**src/rtl/frame_ram_writer_pkg.sv**
```systemverilog
// Shared types and constants for the frame RAM capture path.
// Depth and sample width match the frame RAM read by the FFT side.
package frame_ram_writer_pkg;

  localparam int FRAME_DEPTH = 1024;
  localparam int SAMPLE_W    = 32;

  typedef enum logic [1:0] {
    ST_IDLE,
    ST_CAPTURE,
    ST_DONE
  } wr_state_t;

  // A zero or oversize request means a full frame.
  function automatic int unsigned eff_len(
    input int unsigned len,
    input int unsigned depth
  );
    return (len == 0 || len > depth) ? depth : len;
  endfunction

endpackage

```
**src/rtl/frame_ram_writer_if.sv**
```systemverilog
// Valid/ready sample stream feeding the frame RAM writer.
// The master produces samples, the slave (writer) accepts them.
interface frame_ram_writer_if #(
  parameter int DATA_W = 32
);

  logic              s_valid;
  logic [DATA_W-1:0] s_data;
  logic              s_ready;

  modport master (
    output s_valid,
    output s_data,
    input  s_ready
  );

  modport slave (
    input  s_valid,
    input  s_data,
    output s_ready
  );

endinterface

```
**src/rtl/frame_ram_writer_sample_decimator.sv**
```systemverilog
// Keeps one of every DECIM accepted samples.
// The keep strobe fires on the DECIM-th accept of each group.
module sample_decimator #(
  parameter int DECIM = 1
) (
  input  logic clk,
  input  logic rst,
  input  logic i_clr,
  input  logic i_accept,
  output logic o_keep
);

  localparam int CW = (DECIM > 1) ? $clog2(DECIM) : 1;
  localparam logic [CW-1:0] LAST = CW'(DECIM - 1);
  localparam logic [CW-1:0] ONE  = CW'(1);

  logic [CW-1:0] r_cnt;

  assign o_keep = i_accept && (r_cnt == LAST);

  always_ff @(posedge clk) begin
    if (rst || i_clr) begin
      r_cnt <= '0;
    end else if (i_accept) begin
      r_cnt <= o_keep ? '0 : r_cnt + ONE;
    end
  end

endmodule

```
**src/rtl/frame_ram_writer.sv**
```systemverilog
// Captures a stream of filter samples into the frame RAM,
// writing len words from address 0 and pulsing done.
module frame_ram_writer
  import frame_ram_writer_pkg::*;
#(
  parameter int DATA_W = SAMPLE_W,
  parameter int ADDR_W = $clog2(FRAME_DEPTH),
  parameter int DECIM  = 1,
  parameter int CNT_W  = 16
) (
  input  logic              clk,
  input  logic              rst,
  input  logic              start,
  input  logic [ADDR_W:0]   len,
  frame_ram_writer_if.slave s,
  output logic              ram_we,
  output logic [ADDR_W-1:0] ram_addr,
  output logic [DATA_W-1:0] ram_din,
  output logic              busy,
  output logic              done,
  output logic [ADDR_W:0]   words_written,
  output logic [CNT_W-1:0]  frame_count
);

  localparam int unsigned DEPTH = 2 ** ADDR_W;
  localparam logic [ADDR_W:0] ONE = (ADDR_W + 1)'(1);
  localparam logic [CNT_W-1:0] FC_ONE = CNT_W'(1);

  wr_state_t         r_state;
  logic [ADDR_W:0]   r_len_eff;
  logic [ADDR_W:0]   r_wr_ptr;
  logic              r_ram_we;
  logic [ADDR_W-1:0] r_ram_addr;
  logic [DATA_W-1:0] r_ram_din;
  logic              r_done;
  logic [CNT_W-1:0]  r_frame_cnt;

  logic            w_accept;
  logic            w_keep;
  logic            w_start;
  logic [ADDR_W:0] w_ptr_nxt;

  assign s.s_ready = (r_state == ST_CAPTURE);
  assign w_accept  = s.s_valid && s.s_ready;
  assign w_start   = start && (r_state == ST_IDLE);
  assign w_ptr_nxt = r_wr_ptr + ONE;

  sample_decimator #(
    .DECIM(DECIM)
  ) u_dec (
    .clk     (clk),
    .rst     (rst),
    .i_clr   (w_start),
    .i_accept(w_accept),
    .o_keep  (w_keep)
  );

  always_ff @(posedge clk) begin
    if (rst) begin
      r_state     <= ST_IDLE;
      r_len_eff   <= '0;
      r_wr_ptr    <= '0;
      r_ram_we    <= 1'b0;
      r_ram_addr  <= '0;
      r_ram_din   <= '0;
      r_done      <= 1'b0;
      r_frame_cnt <= '0;
    end else begin
      r_ram_we <= 1'b0;
      r_done   <= 1'b0;
      unique case (1'b1)
        (r_state == ST_IDLE): begin
          if (start) begin
            r_len_eff <= (ADDR_W + 1)'(
              eff_len(32'(len), DEPTH));
            r_wr_ptr  <= '0;
            r_state   <= ST_CAPTURE;
          end
        end
        (r_state == ST_CAPTURE): begin
          if (w_keep) begin
            r_ram_we   <= 1'b1;
            r_ram_addr <= r_wr_ptr[ADDR_W-1:0];
            r_ram_din  <= s.s_data;
            r_wr_ptr   <= w_ptr_nxt;
            // Leave before the next edge so no extra sample is accepted.
            if (w_ptr_nxt == r_len_eff) begin
              r_state <= ST_DONE;
            end
          end
        end
        (r_state == ST_DONE): begin
          r_done      <= 1'b1;
          r_frame_cnt <= r_frame_cnt + FC_ONE;
          r_state     <= ST_IDLE;
        end
        default: r_state <= ST_IDLE;
      endcase
    end
  end

  assign ram_we        = r_ram_we;
  assign ram_addr      = r_ram_addr;
  assign ram_din       = r_ram_din;
  assign busy          = (r_state != ST_IDLE);
  assign done          = r_done;
  assign words_written = r_wr_ptr;
  assign frame_count   = r_frame_cnt;

endmodule

```
**src/flat_wrapper.sv**
```systemverilog
// flat-port wrapper written by rule: the top's interface ports become plain ports
module frame_ram_writer_flat import frame_ram_writer_pkg::*;
#(
  parameter int DATA_W = SAMPLE_W,
  parameter int ADDR_W = $clog2(FRAME_DEPTH),
  parameter int DECIM  = 1,
  parameter int CNT_W  = 16
)
  (clk, rst, start, len, ram_we, ram_addr, ram_din, busy, done, words_written, frame_count, s_s_valid, s_s_data, s_s_ready);
  frame_ram_writer_if #(.DATA_W(DATA_W)) s_i ();
  input  logic clk;
  input  logic rst;
  input  logic start;
  input  logic [ADDR_W:0] len;
  output logic ram_we;
  output logic [ADDR_W-1:0] ram_addr;
  output logic [DATA_W-1:0] ram_din;
  output logic busy;
  output logic done;
  output logic [ADDR_W:0] words_written;
  output logic [CNT_W-1:0] frame_count;
  input wire logic [$bits(s_i.s_valid)-1:0] s_s_valid;
  input wire logic [$bits(s_i.s_data)-1:0] s_s_data;
  output wire logic [$bits(s_i.s_ready)-1:0] s_s_ready;
  assign s_i.s_valid = s_s_valid;
  assign s_i.s_data = s_s_data;
  assign s_s_ready = s_i.s_ready;
  frame_ram_writer #(.DATA_W(DATA_W), .ADDR_W(ADDR_W), .DECIM(DECIM), .CNT_W(CNT_W)) u_core (.clk(clk), .rst(rst), .start(start), .len(len), .s(s_i), .ram_we(ram_we), .ram_addr(ram_addr), .ram_din(ram_din), .busy(busy), .done(done), .words_written(words_written), .frame_count(frame_count));
endmodule
```
**config.mk**
```make
export PLATFORM = sky130hd
export DESIGN_NAME = frame_ram_writer_flat
export DESIGN_NICKNAME = d
export VERILOG_FILES = /design/src/rtl/frame_ram_writer_pkg.sv /design/src/rtl/frame_ram_writer_if.sv /design/src/rtl/frame_ram_writer_sample_decimator.sv /design/src/rtl/frame_ram_writer.sv /design/src/flat_wrapper.sv
export SDC_FILE = /design/constraint.sdc
export NUM_CORES = 1
export LEC_CHECK = 0
export BUFFER_PORTS_ARGS = -buffer_cell sky130_fd_sc_hd__buf_2
export CAP_MARGIN = 30
export CORE_MARGIN = 3
export CORE_UTILIZATION = 45
export CTS_CLUSTER_SIZE = 10
export DETAILED_ROUTE_END_ITERATION = 7
export PLACE_DENSITY = 0.76
export SYNTH_ARGS = -nofsm -noshare
export SYNTH_HDL_FRONTEND = slang
export SYNTH_SLANG_ARGS = --single-unit
export TNS_END_PERCENT = 100
```
**constraint.sdc**
```tcl
create_clock -name clk -period 2.1 [get_ports clk]
set_input_delay 0.105 -clock clk [delete_from_list [all_inputs] [get_ports clk]]
set_output_delay 0.105 -clock clk [all_outputs]
set_load 0.05 [all_outputs]
```
* Yosys cells after proc, flatten, opt, wreduce, memory -nomap -nowiden *
Cells that the tools add are included.

storage, ports and cells
  word-level logic and storage cells = 46
  register bits = 85
  output and inout bits = 73

operators by class
  eq/ne operators = 6
  bitwise logic cells = 2
  muxes and demuxes = 11
  magnitude comparators = 1
  reduce and logical (&&, ||, !) cells = 14
  add/sub/neg operators = 3

operators by type and width
  operator                                               number
  two-way mux 11 bit                                     3
  one-hot mux 11 bit (2 select lines)                    1
  adder 16 x 1 -> 16 bit, second input constant          1
  adder 11 x 1 -> 11 bit, second input constant          1
  == test 11 bit                                         1
  greater-than comparator 11 bit, second input constant  1
  logical NOT 11 bit                                     1
  two-way mux 2 bit                                      3
  inequality test 2 bit, second input constant           3
  AND reduction 3 bit                                    2
  one-hot mux 2 bit (2 select lines)                     1
  AND reduction 2 bit                                    2
  nonzero test 2 bit                                     2
  logical AND 1 bit                                      3
  two-way mux 1 bit                                      3
  == test 2 x 1 -> 1 bit, second input constant          1
  == test 2 bit, second input constant                   1
  logical NOT 2 bit                                      1
  logical OR 1 bit                                       2
  inverter 1 bit                                         2
  OR reduction 2 bit                                     1
  adder 1 bit, second input constant                     1

* Longest topological paths before layout *
Gate-level depths: netlist of the first run.

  depth in word-level cells = 5
  gate-level depth with buffers = 7
  mapped depth without buffers = 6

* Modules after synthesis *
A second synthesis of the first run with hierarchy kept.

second synthesis, totals
  cell total of the unflattened synthesis = 439
  area total of the unflattened synthesis = 3657.3 um2

by module, submodules not included
  module            area an instance (um2)  seq. area each (um2)  instances  cells an instance
  frame_ram_writer  3616.0                  1681.6                1          436
  sample_decimator  41.3                    20.0                  1          3

* Least setup slack after synthesis of the first run *
OpenSTA, ideal clock, no wires.

  path type = register to register
  start = register u_core.r_wr_ptr[0] (netlist: u_core.words_written[0])
  end = register u_core.r_state[1]
  buffers on the path = 1
  slack = -0.311 ns
  data required time = 1.997 ns
  arrival = 2.308 ns
  stages on the path, launching flop included = 8
  path through = dfxtp_1 -> ha_1 -> clkbuf_1 -> nand3_1 -> nor4_1 -> o211ai_1 -> a211o_2 -> a2111oi_2

between the ends
  longest elaborated chain between the ends = 4

ends and longest elaborated chain
  what                             line                    text
  start, declared                  frame_ram_writer.sv:31  logic [ADDR_W:0] r_wr_ptr;
  start signal, assigned           frame_ram_writer.sv:85  r_wr_ptr <= w_ptr_nxt;
  adder 11 x 1 -> 11 bit           frame_ram_writer.sv:46  assign w_ptr_nxt = r_wr_ptr + ONE;
  == test 11 bit                   frame_ram_writer.sv:87  if (w_ptr_nxt == r_len_eff) begin
  inequality test 2 bit (no line)  n/a
  AND reduction 3 bit (no line)    n/a
  end signal, assigned             frame_ram_writer.sv:88  r_state <= ST_DONE;
  end signal, assigned             frame_ram_writer.sv:95  r_state <= ST_IDLE;
  end signal, assigned             frame_ram_writer.sv:97  default: r_state <= ST_IDLE;
  end, declared                    frame_ram_writer.sv:29  wr_state_t r_state;

Every way passes these cells.
A chain may end at the register's enable or synchronous reset.

* Worst setup path after layout of the first run *
Ends and elaborated chain as after synthesis.

==> impl_metrics.json, run 1 <==
{
  "num_vias": 3575,
  "grt_pass1_wl_mm": 15.5,
  "cp-endpoint": "u_core.r_state[1]$_SDFFE_PP0P_",
  "die_w_um": 94.8,
  "syn_nets": 482,
  "syn_area_um2": 3550,
  "p_leak_nw": 2.06,
  "core_um2": 7450,
  "worst_pin_slew_ns": 0.644,
  "hold_path.class": "in2reg",
  "grt.total_usage": 0.218,
  "cp-end-kind": "flop",
  "cp.arrival_ns": 2.20,
  "period_needed_ns": 1.95,
  "fmax_mhz": 512,
  "yosys_register_bits": 85,
  "cp-startpoint": "u_core.words_written[0]$_SDFFE_PP0P_",
  "ant_nets": 0,
  "start_util": 0.477,
  "path_cells": "ha_1 > nand3_1 > nor4_2 > o211ai_1 > a211o_2 > a2111oi_2",
  "p_per_area_nw_per_um2": 687,
  "fin_nets": 637,
  "reg2regPathDepth": 6,
  "ios": 120,
  "wl_per_cell_um": 14.4,
  "regToRegEndpoint": "u_core.r_state[1]$_SDFFE_PP0P_",
  "async_flop_share": 0,
  "cts_buffers": 9,
  "vias_per_cell": 5.17,
  "post-route-period-util": 0.930,
  "clock_latency_ns": 0.35,
  "cts_max_path_buffers": 2,
  "crit-reg2reg-launch": "u_core.words_written[0]$_SDFFE_PP0P_",
  "r2r_slack_ns": 0.15,
  "placed_cells": 635,
  "rsz0062_at_grt": "no",
  "die_area_um2": 8990,
  "synth.area.top_cells": "dfxtp_1, nand2_1, a21oi_1, xnor2_1, nor2_1",
  "ys.flop_type": "dfxtp_1",
  "synth-edff-count": 0,
  "cts_num_sinks": 85,
  "ys_seq_area_frac": 0.479,
  "synth_most_common_cell": "nand2_1",
  "fin_worst_skew_ns": 0.00993,
  "cts_tree": "built",
  "slowest_delay_ns": 0.41,
  "start_kind": "flop",
  "syn2layout_area_growth_pct": 37.7,
  "dr.pass1.iters": 4,
  "die_h_um": 94.8,
  "drc": 0,
  "root_buffer": "clkbuf_8",
  "maxCapViolCount": 0,
  "syn_inst": 433,
  "drive_gt1_frac": 0.273,
  "clk_pin_slew_worst_paths_ns": 0.08,
  "setup_viol": 0,
  "critPathRequiredTime_ns": 2.35,
  "fp-row-count": 31,
  "status": "completed",
  "syn_area_per_cell_um2": 8.20,
  "num_antenna_cells": 0,
  "drtIter0Drc": 206,
  "yosys.area.top_type": "dfxtp_1",
  "power_mw": 3.36,
  "antenna_found_initial": 0,
  "drv_slew": 0,
  "max_slew_margin": 0.569,
  "vdd_drop_max_mv": 0.368,
  "grt_max_degree": 36,
  "synth_common_cells": "nand2_1, dfxtp_1, a21oi_1, nor2_1, clkbuf_1",
  "ys_warn_count": 0,
  "hp-start": "s_s_data[20]",
  "wl_mm": 9.97,
  "hold_viol": 0,
  "worstSetupPathType": "reg2reg",
  "fillers": 632,
  "overflow": 0,
  "dpl.hpwl_mm": 6.58,
  "fin_cells": 692,
  "synth.top_cell.area_share": 0.479,
  "portBuffers": 119,
  "worstPathMaxFanout": 8,
  "place.gp.congestion": 0.894,
  "htreeDepth": 3,
  "synth_cell_types": 43,
  "critical-path-slowest-cell": "dfxtp_2",
  "grt_pass1_vias": 3308
}
state kept, by name, summed over array words and instances (netlist names):
| register | cells |
|---|---|
| u_core.r_state | 2 |
| u_core.ram_din | 32 |
| u_core.ram_we | 1 |
| u_core.r_len_eff | 11 |
| u_core.frame_count | 16 |
| u_core.done | 1 |
| u_core.u_dec.r_cnt | 1 |
| u_core.ram_addr | 10 |
| u_core.words_written | 11 |
power breakdown:
part / leakage [nW] / internal [mW] / switching, mW
combinational: 1.28 / 0.180 / 0.324
sequential: 0.692 / 1.66 / 0.0324
clock: 0.0878 / 0.582 / 0.584
final cells by class:
cell class,count,area [um2],area share
Timing Repair Buffer,173,1100,0.225
Clock inverter,5,60.1,0.0123
Tap cell,99,124,0.0253
Multi-Input combinational cell,316,1740,0.357
Sequential cell,85,1710,0.349
Clock buffer,11,141,0.0289
Inverter,3,11.3,0.00230
through the flow:
step | cell area [um2] | hold slack, ns | utilization | setup WS (ns) | setup TNS, ns
detailed placement | 4280 | 0.332 | 0.574 | 0.173 | 0
global route | 4890 | 0.0149 | 0.657 | 0.0287 | 0
finish | 4890 | 0.0207 | 0.657 | 0.147 | 0
CTS | 4880 | 0.00476 | 0.655 | 0.137 | 0
global placement | 4280 | 0.332 | 0.574 | 0.228 | 0
floorplan | 3560 | 0.231 | - | -0.0697 | -0.0697
worst min path at each step:
| stage | endpoint | cells past startpoint |
|---|---|---|
| finish | u_core.ram_din[20]$_SDFFE_PP0P_ | 3 |
| global route | u_core.ram_din[20]$_SDFFE_PP0P_ | 3 |
| CTS | u_core.ram_din[20]$_SDFFE_PP0P_ | 3 |
| detailed placement | u_core.r_len_eff[1]$_SDFFE_PP0P_ | 2 |
| global placement | u_core.r_len_eff[2]$_SDFFE_PP0P_ | 2 |
| floorplan | u_core.r_len_eff[0]$_SDFFE_PP0P_ | 1 |
worst max-delay path: cells and delay by family (launching register included):
kind | cells | cell delay (ns)
fa+ha+maj | 1 | 0.26
flops | 1 | 0.41
simple gates | 2 | 0.47
compound gates | 3 | 0.71
cells by family (layout without fill, tap and decap cells):
| kind of cell | count (synthesis) | in the layout | share of synthesized area |
|---|---|---|---|
| simple gates | 190 | 190 | 0.246 |
| compound gates | 97 | 97 | 0.165 |
| flops | 85 | 85 | 0.479 |
| buf+inv | 32 | 192 | 0.0356 |
| xor+xnor | 26 | 26 | 0.0641 |
| fa+ha+maj | 2 | 2 | 0.00705 |
| mux | 1 | 1 | 0.00282 |
cells in the final DEF, fill, tap and decap left out, types with 2 or more instances in the layout:
| cell | Yosys | routed |
|---|---|---|
| dfxtp_2 | 0 | 6 |
| nor2b_1 | 5 | 5 |
| and3_1 | 4 | 4 |
| ha_1 | 2 | 2 |
| inv_1 | 3 | 3 |
| clkinvlp_4 | 0 | 4 |
| nor2_1 | 31 | 31 |
| nand4_1 | 5 | 5 |
| nor4_1 | 6 | 5 |
| nor3_1 | 5 | 5 |
| o21ai_0 | 13 | 13 |
| a311oi_1 | 2 | 2 |
| dfxtp_1 | 85 | 79 |
| or3_1 | 7 | 7 |
| xnor2_1 | 15 | 15 |
| and4_1 | 4 | 4 |
| xor2_1 | 11 | 11 |
| or4_1 | 2 | 2 |
| dlygate4sd3_1 | 0 | 40 |
| nand3_1 | 10 | 10 |
| a31oi_1 | 4 | 4 |
| buf_4 | 0 | 14 |
| clkbuf_8 | 0 | 10 |
| a21oi_1 | 57 | 57 |
| nand2_1 | 100 | 100 |
| a2111oi_2 | 2 | 2 |
| nand3b_1 | 4 | 4 |
| a22o_1 | 9 | 9 |
| buf_2 | 5 | 119 |
per-layer routing:
metal,vias up,share of wire,GRT usage
li1,1798,-,-
met1,1651,0.44,0.268
met2,110,0.49,0.376
met3,16,0.059,0.0430
met4,0,0.016,0.0817
met5,-,0,0
timing repair:
action                                  CTS  global route
hold buffers                             40             0
hold endpoints to repair                 40             0
endpoints found under the setup margin    0             1
gates resized for setup                   0             1
setup buffers                             0             1
(Power assumes the default switching activity.)
==> inputs of run 2 (changes only) <==
--- a/config.mk
+++ b/config.mk
@@ -11,8 +11,9 @@
 export CORE_UTILIZATION = 45
 export CTS_CLUSTER_SIZE = 10
 export DETAILED_ROUTE_END_ITERATION = 7
-export PLACE_DENSITY = 0.76
+export PLACE_DENSITY = 0.75
 export SYNTH_ARGS = -nofsm -noshare
 export SYNTH_HDL_FRONTEND = slang
+export SYNTH_HIERARCHICAL = 1
 export SYNTH_SLANG_ARGS = --single-unit
 export TNS_END_PERCENT = 100
==> impl_metrics.json, run 2 <==
{
  "root_buffer": "clkbuf_8",
  "dr.pass1.iters": 7,
  "drc": 0,
  "async_flop_share": 0,
  "largest_reg_flops": 32,
  "drv_slew": 0,
  "critical-path-slowest-cell": "dfxtp_1",
  "start_util": 0.468,
  "dpl.hpwl_mm": 6.68,
  "ios": 120,
  "antenna_found_initial": 0,
  "grt_max_degree": 27,
  "setup_viol": 0,
  "synth.area.top_cells": "dfxtp_1, nand2_1, a21oi_1, xnor2_1, nor2_1",
  "max_slew_margin": 0.684,
  "final_common_cell": "buf_2",
  "clock_latency_ns": 0.34,
  "dpl_cell_area_um2": 4370,
  "p_per_area_nw_per_um2": 650,
  "syn_area_um2": 3660,
  "postCtsSetupRepairBufs": 0,
  "wl_per_cell_um": 13.6,
  "holdWs_ns": 0.0152,
  "grt.total_usage": 0.212,
  "yosys.area.top_type": "dfxtp_1",
  "vias_per_cell": 5.12,
  "syn_nets": 488,
  "vdd_drop_max_mv": 0.397,
  "worst_pin_slew_ns": 0.470,
  "die_area_um2": 9240,
  "fin_worst_skew_ns": 0.00840,
  "num_antenna_cells": 0,
  "fin_ws_ns": 0.206,
  "grt_pass1_wl_mm": 15.6,
  "syn_area_per_cell_um2": 8.33,
  "start_kind": "flop",
  "rsz0062_at_grt": "no",
  "synth.top_cell.area_share": 0.465,
  "ys_warn_count": 6,
  "fmax_mhz": 528,
  "syn_inst": 439,
  "wl_mm": 9.46,
  "portBuffers": 119,
  "drtIter0Drc": 162,
  "fin_area_um2": 4880,
  "power_mw": 3.17,
  "ys_seq_area_frac": 0.465,
  "placed_cells": 648,
  "synth-edff-count": 0,
  "htreeDepth": 3,
  "hold_path.class": "in2reg",
  "num_vias": 3553,
  "hold_viol": 0,
  "clk_pin_slew_worst_paths_ns": 0.08,
  "cp.arrival_ns": 2.09,
  "critical_path.top_delay_family": "simple AND/OR/NAND/NOR gates",
  "cts_num_sinks": 85,
  "p_leak_nw": 2.07,
  "cts_tree": "built",
  "overflow": 0,
  "tns_ns": 0,
  "drive_gt1_frac": 0.282,
  "syn2layout_area_growth_pct": 33.4,
  "maxCapViolCount": 0,
  "period_needed_ns": 1.89,
  "cp_num_buf_inv": 0,
  "fin_nets": 636,
  "layout_common_cells": "buf_2, nand2_1, dfxtp_1",
  "cts_buffers": 9,
  "place.gp.congestion": 0.871,
  "ant_nets": 0,
  "fin_cells": 694,
  "grt_pass1_vias": 3487,
  "die_w_um": 96.2,
  "utilization": 0.625,
  "slowest_delay_ns": 0.45,
  "core_um2": 7810,
  "worstSetupPathType": "reg2reg",
  "path_cells": "ha_2 > nand3_1 > nor4_1 > a21oi_1 > o311ai_2 > a41oi_1",
  "fp-row-count": 32,
  "synth_common_cells": "nand2_1, dfxtp_1, a21oi_1, nor2_1",
  "die_h_um": 96.2,
  "critPathRequiredTime_ns": 2.29,
  "pre_cts_ws_ns": 0.169,
  "post-route-period-util": 0.902,
  "worstPathMaxFanout": 7,
  "ys.flop_type": "dfxtp_1",
  "status": "completed",
  "cts_max_path_buffers": 2,
  "synth_most_common_cell": "nand2_1",
  "yosys_register_bits": 85,
  "cp-end-kind": "flop",
  "synth_cell_types": 47
}
-- run 2: per-layer routing --
layer	routed length, um	vias up	GRT usage	part of all wire
li1	-	1778	-	-
met2	4870	101	0.356	0.51
met3	509	14	0.0665	0.054
met1	3930	1660	0.253	0.42
met5	0	-	0	0
met4	143	0	0.0794	0.015
-- run 2: kinds of logic after synthesis --
logic type,Yosys count,share of synthesized area
and+or+nand+nor,204,0.282
AOI/OAI and AO/OA,89,0.135
DFF,85,0.465
buffers and inverters,32,0.0411
xor gates and xnor gates,26,0.0664
adders and majority gates,2,0.00684
muxes,1,0.00274
-- run 2: repair_timing --
item | in CTS | in global routing
hold buffers | 30 | 0
endpoints found under the hold margin | 30 | 0
setup endpoints to repair | 0 | 1
resized for setup | 0 | 1
-- run 2: where the power goes --
part           switching (mW)  leakage (nW)  internal, mW  total [mW]
Combinational           0.179          1.29         0.132       0.311
Clock                   0.544         0.101         0.670        1.21
Sequential             0.0160         0.686          1.63        1.65
-- run 2: worst min-delay path: cells and delay by family --
family / cells / cell delay [ns]
and+or+nand+nor: 1 / 0.05
AOI/OAI and AO/OA: 1 / 0.06
buffers and inverters: 1 / 0.10
-- run 2: path summary, 6_finish.rpt --
| kind | from | endpoint | slack [ns] | cells after the start |
|---|---|---|---|---|
| hold reg to reg | u_core/ram_addr[3]$_SDFFE_PP0P_ | u_core/ram_addr[3]$_SDFFE_PP0P_ | 0.45 | 2 |
| setup / recovery | u_core/words_written[1]$_SDFFE_PP0P_ | u_core/r_state[0]$_SDFFE_PP0P_ | 0.21 | 6 |
| hold / removal | s_s_data[5] | u_core/ram_din[5]$_SDFFE_PP0P_ | 0.02 | 3 |
| setup reg to reg | u_core/words_written[1]$_SDFFE_PP0P_ | u_core/r_state[0]$_SDFFE_PP0P_ | 0.21 | 6 |
-- run 2: final cells by class --
cell class	count	area, um2
fill	673	2930
clock buffer	12	135
sequential	85	1700
clock inverter	4	72.6
multi-input combinational	322	1810
inverter	4	15.0
tap	102	128
timing repair buffer	165	1020
